### config.mk
export PLATFORM = sky130hd
export DESIGN_NAME = alu_issue_ctrl
export DESIGN_NICKNAME = d
export VERILOG_FILES = /design/src/rtl/alu_issue_ctrl.sv
export SDC_FILE = /design/constraint.sdc
export NUM_CORES = 2
export LEC_CHECK = 0
export CORE_UTILIZATION = 25
export DETAILED_ROUTE_END_ITERATION = 10
export PLACE_DENSITY = 0.48
export SYNTH_ARGS = -nofsm -noshare
export SYNTH_HDL_FRONTEND = slang
export SYNTH_SLANG_ARGS = --single-unit
### constraint.sdc
create_clock -name clk -period 6.4 [get_ports clk]
set_clock_uncertainty 0.15 [all_clocks]
set_input_delay 0.96 -clock clk [delete_from_list [all_inputs] [get_ports clk]]
set_output_delay 0.96 -clock clk [all_outputs]
set_load 0.01 [all_outputs]
### src/rtl/alu_issue_ctrl.sv
// Decode/issue/writeback controller for the 32-bit ALU: one instruction per
// four cycles, with a 32x32 register file, a preload port and a debug read port.
//
// state  | meaning
// -------+----------------------------------------------------------
// IDLE   | ready for an instruction; preload writes are accepted
// DECODE | decode latched instruction, register ALU operands
// EXEC   | ALU out of reset and enabled; result sampled at the end
// WB     | result written to rt, done pulse
module alu_issue_ctrl (
    input  logic        clk,
    input  logic        reset,
    input  logic [31:0] instr,
    input  logic        instr_valid,
    output logic        instr_ready,
    input  logic        ext_we,
    input  logic [4:0]  ext_waddr,
    input  logic [31:0] ext_wdata,
    input  logic [4:0]  dbg_addr,
    output logic [31:0] dbg_data,
    output logic [31:0] scr1,
    output logic [31:0] scr2,
    output logic [5:0]  opcode,
    output logic [4:0]  sub_opcode,
    output logic        enable_execute,
    output logic        alu_reset,
    input  logic [31:0] alu_result,
    input  logic        alu_overflow,
    output logic        done,
    output logic        overflow,
    output logic        illegal
);

    localparam logic [5:0] OP_ARITH  = 6'b100000;
    localparam logic [5:0] OP_ADDI   = 6'b101000;
    localparam logic [5:0] OP_ORI    = 6'b101100;
    localparam logic [5:0] OP_XORI   = 6'b101011;
    localparam logic [5:0] OP_MOVI   = 6'b100010;

    localparam logic [4:0] SUB_ADD   = 5'b00000;
    localparam logic [4:0] SUB_SUB   = 5'b00001;
    localparam logic [4:0] SUB_AND   = 5'b00010;
    localparam logic [4:0] SUB_XOR   = 5'b00011;
    localparam logic [4:0] SUB_OR    = 5'b00100;
    localparam logic [4:0] SUB_SLLI  = 5'b01000;
    localparam logic [4:0] SUB_SRLI  = 5'b01001;
    localparam logic [4:0] SUB_ROTRI = 5'b01011;

    typedef enum logic [1:0] {
        S_IDLE   = 2'd0,
        S_DECODE = 2'd1,
        S_EXEC   = 2'd2,
        S_WB     = 2'd3
    } state_t;

    state_t      state;
    state_t      state_nxt;

    logic [31:0] instr_q;
    logic [31:0] result_q;
    logic        is_movi_q;
    logic [31:0] regs [32];

    logic [5:0]  dec_op;
    logic [4:0]  dec_rt;
    logic [4:0]  dec_ra;
    logic [4:0]  dec_rb;
    logic [4:0]  dec_sub;
    logic [14:0] dec_imm15;
    logic [19:0] dec_imm20;
    logic        dec_legal;
    logic        dec_movi;
    logic [31:0] dec_scr2;
    logic        unused_instr_bit;

    assign dec_op    = instr_q[30:25];
    assign dec_rt    = instr_q[24:20];
    assign dec_ra    = instr_q[19:15];
    assign dec_rb    = instr_q[14:10];
    assign dec_sub   = instr_q[4:0];
    assign dec_imm15 = instr_q[14:0];
    assign dec_imm20 = instr_q[19:0];
    assign unused_instr_bit = instr_q[31];

    assign dbg_data  = regs[dbg_addr];

    always_comb begin
        dec_legal = 1'b0;
        dec_movi  = 1'b0;
        dec_scr2  = '0;
        case (dec_op)
            OP_ARITH: begin
                case (dec_sub)
                    SUB_SLLI, SUB_SRLI, SUB_ROTRI: begin
                        dec_legal = 1'b1;
                        dec_scr2  = {27'b0, dec_rb};
                    end
                    SUB_ADD, SUB_SUB, SUB_AND, SUB_XOR, SUB_OR: begin
                        dec_legal = 1'b1;
                        dec_scr2  = regs[dec_rb];
                    end
                    default: ;
                endcase
            end
            OP_ADDI: begin
                dec_legal = 1'b1;
                dec_scr2  = {{17{dec_imm15[14]}}, dec_imm15};
            end
            OP_ORI, OP_XORI: begin
                dec_legal = 1'b1;
                dec_scr2  = {17'b0, dec_imm15};
            end
            OP_MOVI: begin
                dec_legal = 1'b1;
                dec_movi  = 1'b1;
            end
            default: ;
        endcase
    end

    always_ff @(posedge clk) begin
        if (reset) begin
            state <= S_IDLE;
        end else begin
            state <= state_nxt;
        end
    end

    always_comb begin
        state_nxt      = state;
        instr_ready    = 1'b0;
        enable_execute = 1'b0;
        alu_reset      = 1'b1;
        done           = 1'b0;
        illegal        = 1'b0;
        case (state)
            S_IDLE: begin
                instr_ready = 1'b1;
                if (instr_valid) begin
                    state_nxt = S_DECODE;
                end
            end
            S_DECODE: begin
                illegal   = ~dec_legal;
                state_nxt = dec_legal ? S_EXEC : S_IDLE;
            end
            S_EXEC: begin
                // MOVI keeps the ALU parked; it only borrows the slot for uniform timing
                enable_execute = ~is_movi_q;
                alu_reset      = is_movi_q;
                state_nxt      = S_WB;
            end
            S_WB: begin
                done      = 1'b1;
                state_nxt = S_IDLE;
            end
            default: state_nxt = S_IDLE;
        endcase
    end

    always_ff @(posedge clk) begin
        if (reset) begin
            instr_q    <= '0;
            result_q   <= '0;
            is_movi_q  <= 1'b0;
            scr1       <= '0;
            scr2       <= '0;
            opcode     <= '0;
            sub_opcode <= '0;
            overflow   <= 1'b0;
            for (int i = 0; i < 32; i++) begin
                regs[i] <= '0;
            end
        end else begin
            case (state)
                S_IDLE: begin
                    if (instr_valid) begin
                        instr_q <= instr;
                    end
                    if (ext_we) begin
                        regs[ext_waddr] <= ext_wdata;
                    end
                end
                S_DECODE: begin
                    if (dec_legal) begin
                        is_movi_q <= dec_movi;
                        if (dec_movi) begin
                            result_q <= {{12{dec_imm20[19]}}, dec_imm20};
                        end else begin
                            scr1       <= regs[dec_ra];
                            scr2       <= dec_scr2;
                            opcode     <= dec_op;
                            sub_opcode <= dec_sub;
                        end
                    end
                end
                S_EXEC: begin
                    if (is_movi_q) begin
                        overflow <= 1'b0;
                    end else begin
                        result_q <= alu_result;
                        overflow <= alu_overflow;
                    end
                end
                S_WB: begin
                    regs[dec_rt] <= result_q;
                end
                default: ;
            endcase
        end
    end

endmodule

**Word level (Yosys, flattened, before mapping)**

Memory sizes are Yosys's and may differ from the RTL's. A register that Yosys moved wholly into a read port is not among the register bits.
Cells that the tools add are included.

- Reductions and logical operators: 14
- Bitwise operators: 3
- Equal/unequal tests: 19
- Multiplexer cells: 34

Operator list:

| operator | count |
|---|---|
| $mux W32 | 5 |
| $pmux W32 S2 | 2 |
| $pmux W32 S3 | 1 |
| $reduce_or A32 Y1 | 2 |
| $eq A6 B6 Y1 const B | 5 |
| $mux W5 | 4 |
| $mux W1 | 18 |
| $eq A5 B4 Y1 const B | 3 |
| $eq A5 B2 Y1 const B | 2 |
| $ne A2 B2 Y1 const B | 4 |
| $pmux W2 S4 | 1 |
| $reduce_or A8 Y1 | 1 |
| $eq A5 B1 Y1 const B | 1 |
| $eq A5 B3 Y1 const B | 1 |
| $logic_not A5 Y1 | 1 |
| $reduce_or A5 Y1 | 1 |
| $eq A2 B2 Y1 const B | 2 |
| $mux W2 | 2 |
| $reduce_and A2 Y1 | 2 |
| $reduce_and A4 Y1 | 1 |
| $reduce_or A4 Y1 | 1 |
| $not A1 Y1 | 3 |
| $reduce_and A3 Y1 | 1 |
| $reduce_or A3 Y1 | 1 |
| other kinds (5) | 5 |

- Memories kept: 1
- Flip-flop bits (word level): 110
- Word-level logic and storage cells: 79
- Output and inout port bits: 113
- Input port bits: 111
- RAM bits: 1024

Memory list:

| memory | depth | width | rd ports | clocked after Yosys merged registers in | wr ports | RTL line | RTL |
|---|---|---|---|---|---|---|---|
| regs | 32 | 32 | 3 | 2 | 32 | 62 | `logic [31:0] regs [32];` |

**Longest topological paths before layout**

- Depth in word-level cells: 7
- Mapped depth: 10
- Mapped depth without buffers: 6

**Least setup slack after synthesis**

No wires, ideal clock.

- Path kind: input to output
- Start: input port dbg_addr[0]
- End: output port dbg_data[0]
- Stages on the path: 6
- Data arrival time: 2.927 ns
- Setup slack: 2.363 ns
- Required time: 5.290 ns
- Path buffers: 3
- Cell sequence: clkbuf_1 buf_2 buf_2 mux4_2 mux4_2 mux2_2

- Word-level cells in the longest chain between the ends: 1

Ends and longest elaborated chain:

| what | RTL line | RTL |
|---|---|---|
| start: declaration | 19 | `input logic [4:0] dbg_addr,` |
| $mem_v2 Z32 W32 | n/a |  |
| end: declaration | 20 | `output logic [31:0] dbg_data,` |

No other way between the ends.

**Worst setup path in the final report**

- Start: input port dbg_addr[0]
- End: output port dbg_data[2]

Same word-level chain as after synthesis.

==> qor.csv <==
stage;metric;value;unit
outcome;status;completed;
synth;synth_warnings;0;
drt;dr_total_vias;48520;
global_route;first_global_vias;47370;
cells_and_area;final_nets;4901;
timing;fmax;197.0;MHz
worst_setup_path;cp_max_fo;41;
worst_setup_path;worst_r2r_path_depth;7;
worst_setup_path;start_kind;input port;
worst_setup_path;worstReg2RegStart;state[0];
clock_tree;root_buffer;clkbuf_16;
placement;hpwl;171.8;mm
worst_setup_path;path_class;input port to output port;
timing;period_share;79.33;%
clock_tree;clkTransAtPathRegs;0.05;ns
timing;hold_viol_final;0;
drt;wire_per_inst;35.57;um
global_route;grt_first_pass_wirelength;403.7;mm
synth;synth_top_area_share;46.98;%
clock_tree;cts-buffers-inserted;131;
worst_setup_path;cp_top_family;buffers and inverters;
pwr;clockPowerShare;40.9;%
timing;slew_headroom;14.66;%
timing;slew_viol_final;0;
worst_setup_path;arrival;3.97;ns
synth;syn_area;65460;um2
worst_setup_path;crit_end;dbg_data[2];
global_route;grt_max_degree;109;
synth;synth_flop_cell;edfxtp_1;
worst_setup_path;critical_path_depth;7;
drt;firstDrtPassIters;6;
clock_tree;cts_max_level;4;
worst_setup_path;reg2reg_to;regs[8][8];
synth;synth_edf_count;1024;
global_route;grt.total_usage;22.16;%
placement;io_buffers;222;
pwr;finalPower;0.01980;W
worst_setup_path;critPathLaunch;dbg_addr[0];
global_route;antenna_found_initial;17;
die;io-pin-count;224;
synth;async_flop_share;0;%
die;coreArea;259900;um2
worst_setup_path;path_buf_inv;4;
drt;drcViolationCount;0;
synth;synth_nets;4888;
timing;layout_setup_ws;1.323;ns
placement;pre_cts_ws;1.281;ns
clock_tree;cts_resized;0;
clock_tree;cts_buffer_depth;3;
worst_setup_path;cp.required;5.29;ns
clock_tree;clock_latency;0.82;ns
die;die_w;513.7;um
placement;gp_congestion;0.8509;
synth;avgSynthCellArea;13.70;um2
worst_setup_path;slowest_stage;clkdlybuf4s50_1;
drt;routed_wirelength;298.5;mm
synth;post_synth_num_cell_types;54;
synth;synth.area.top_cells;edfxtp_1 47%, mux4_2 25%, nor2_1 6.3%;
pwr;p_switching;0.005402;W
die;rows;187;
die;start_util;25.18;%
synth;yosysTopAreaCell;edfxtp_1;
worst_setup_path;critPathCaptureType;output port;
timing;setup_tns;0;ns
synth;synthCells;4777;
drt;vias_per_cell;5.782;
timing;tightestPinTransition;1.253;ns
drt;drt-initial-drc-count;7251;
timing;rsz0062_at_grt;no;
die;die_h;513.7;um
clock_tree;tritoncts;done;
pwr;p_leak;24.28;nW
pwr;swShare;27.28;%
global_route;grt-ovfl-total;0;
worst_setup_path;reg2reg_slack;2.20;ns
worst_setup_path;path_cells;buf_8 -> buf_12 -> buf_4 -> mux4_2 -> mux4_2 -> mux2_2 -> clkdlybuf4s50_1;
worst_setup_path;cp_common_cell;mux4_2;
drt;ant_nets;0;
die;die_area;263900;um2
cells_and_area;area_delta_synth_final;17.58;%
synth;yosys_register_bits;1171;
pwr;p_int;0.01440;W
clock_tree;post_cts_buffers;0;
synth;ys_seq_area_share;51.47;%
cells_and_area;drive_above_1_share;26.96;%
worst_setup_path;max_stage_delay;0.61;ns
placement;dp.cells;8153;
pwr;p_per_area;257.3;nW/um2
timing;setup_viol;0;
cells_and_area;postLayoutCellArea;76960;um2
pwr;irDropWorstVdd;0.3000;mV
pwr;p_seq_share;44.7;%
clock_tree;cts_hold_buffers;0;
clock_tree;cts.sinks;1171;
timing;finalCriticalPeriod;5.077;ns
pwr;pwr-share-comb;14.4;%
cells_and_area;instances_no_fill;8391;
placement;postPlaceCellArea;72480;um2
worst_hold_path;hold_class;flip-flop to flip-flop;
job;max_cap_viol_count;0;
worst_hold_path;hold_start;instr_q[20];
-- routing by layer --
layer  part of all wire (%)  global-route usage (%)  vias to the layer above
met4                    5.4                   10.67                       12
met2                     45                   34.00                     3457
met3                     11                   6.277                      668
li1                       -                       -                    18880
met1                     38                   28.64                    25500
met5                  0.029                       0                        -
-- tightest hold or removal path: stages, from the launching register on --
cell and delay (ns):
dfxtp_1 0.31, nand2_1 0.05, a21oi_1 0.05
-- synthesized netlist by cell type, types with 2 or more instances --
cell type	count
nor2_1	1096
edfxtp_1	1024
mux4_2	719
clkbuf_1	382
mux2i_1	325
nand2_1	183
a221oi_1	164
dfxtp_1	147
a21oi_1	120
buf_2	114
o21ai_0	83
a22oi_1	64
o22ai_1	41
mux2_2	35
nand3_1	34
o221a_2	32
buf_1	30
nor3_1	26
a31oi_1	25
a211oi_1	20
a311oi_1	17
o21ai_1	11
a2111oi_0	10
nor2b_1	10
nand2b_1	8
inv_1	7
and2_1	6
buf_4	5
nor3b_1	5
nand3b_1	4
or3_1	3
or4_1	3
and3b_1	2
o21a_1	2
-- cell usage in the layout (no fill, tap or decap), types with 60 or more instances in the layout --
cell                n
a21oi_1           119
a221oi_1          164
a22oi_1            64
buf_4             152
clkbuf_16         135
clkdlybuf4s50_1   216
dfxtp_1           138
edfxtp_1         1024
mux2i_1           293
mux4_2            719
nand2_1           119
nand2_2            60
nor2_1           1093
o21ai_0            83
-- stage by stage --
stage | hold WS, ns | util, %
detailed placement | 0.3020 | 27.88
CTS | 0.3094 | 29.60
finish | 0.3069 | 29.61
global placement | 0.2998 | 27.88
floorplan | 0.2857 | -
global route | 0.3290 | 29.61
-- power by group through the flow --
stage / clock (W) / combinational [W] / sequential (W)
after floorplan: 0 / 0.00167 / 0.00885
after global placement: 0 / 0.00280 / 0.00900
after detailed placement: 0 / 0.00281 / 0.00901
after CTS: 0.00818 / 0.00281 / 0.00885
after global routing: 0.00843 / 0.00292 / 0.00889
final: 0.00809 / 0.00285 / 0.00886
-- area by class of cell --
class	count	area, um2
timing repair buffer	413	4170
clock inverter	68	834.6
inverter	8	37.54
clock buffer	168	3637
sequential	1171	33720
antenna	2	5.005
tap	3496	4374
multi-input combinational	3065	30180
fill	26020	183000
-- cell families (layout without fill, tap and decap cells) --
family                 Yosys count  after routing  synth area share [%]
and+or+nand+nor               1392           1392                 8.399
DFF                           1171           1171                 51.47
muxes                         1079           1079                 30.31
AOI/OAI and AO/OA              594            594                 6.453
buffers and inverters          541            657                 3.362
other                            0              2                     0
-- state kept, by name (all words and copies together), names as in the netlist, named ones only --
register    cells
regs         1024
result_q       32
scr1           32
scr2           32
instr_q        31
opcode          6
sub_opcode      5
is_movi_q       1
overflow        1
state           1
-- worst min-delay path by stage --
stage	end	slack [ns]	cells after the start
floorplan	instr_q[20]	0.29	2
global placement	scr2[18]	0.30	2
detailed placement	instr_q[20]	0.30	2
CTS	instr_q[20]	0.31	2
global route	sub_opcode[2]	0.33	2
finish	instr_q[20]	0.31	2
No activity file was read; power rests on OpenSTA's default activity.
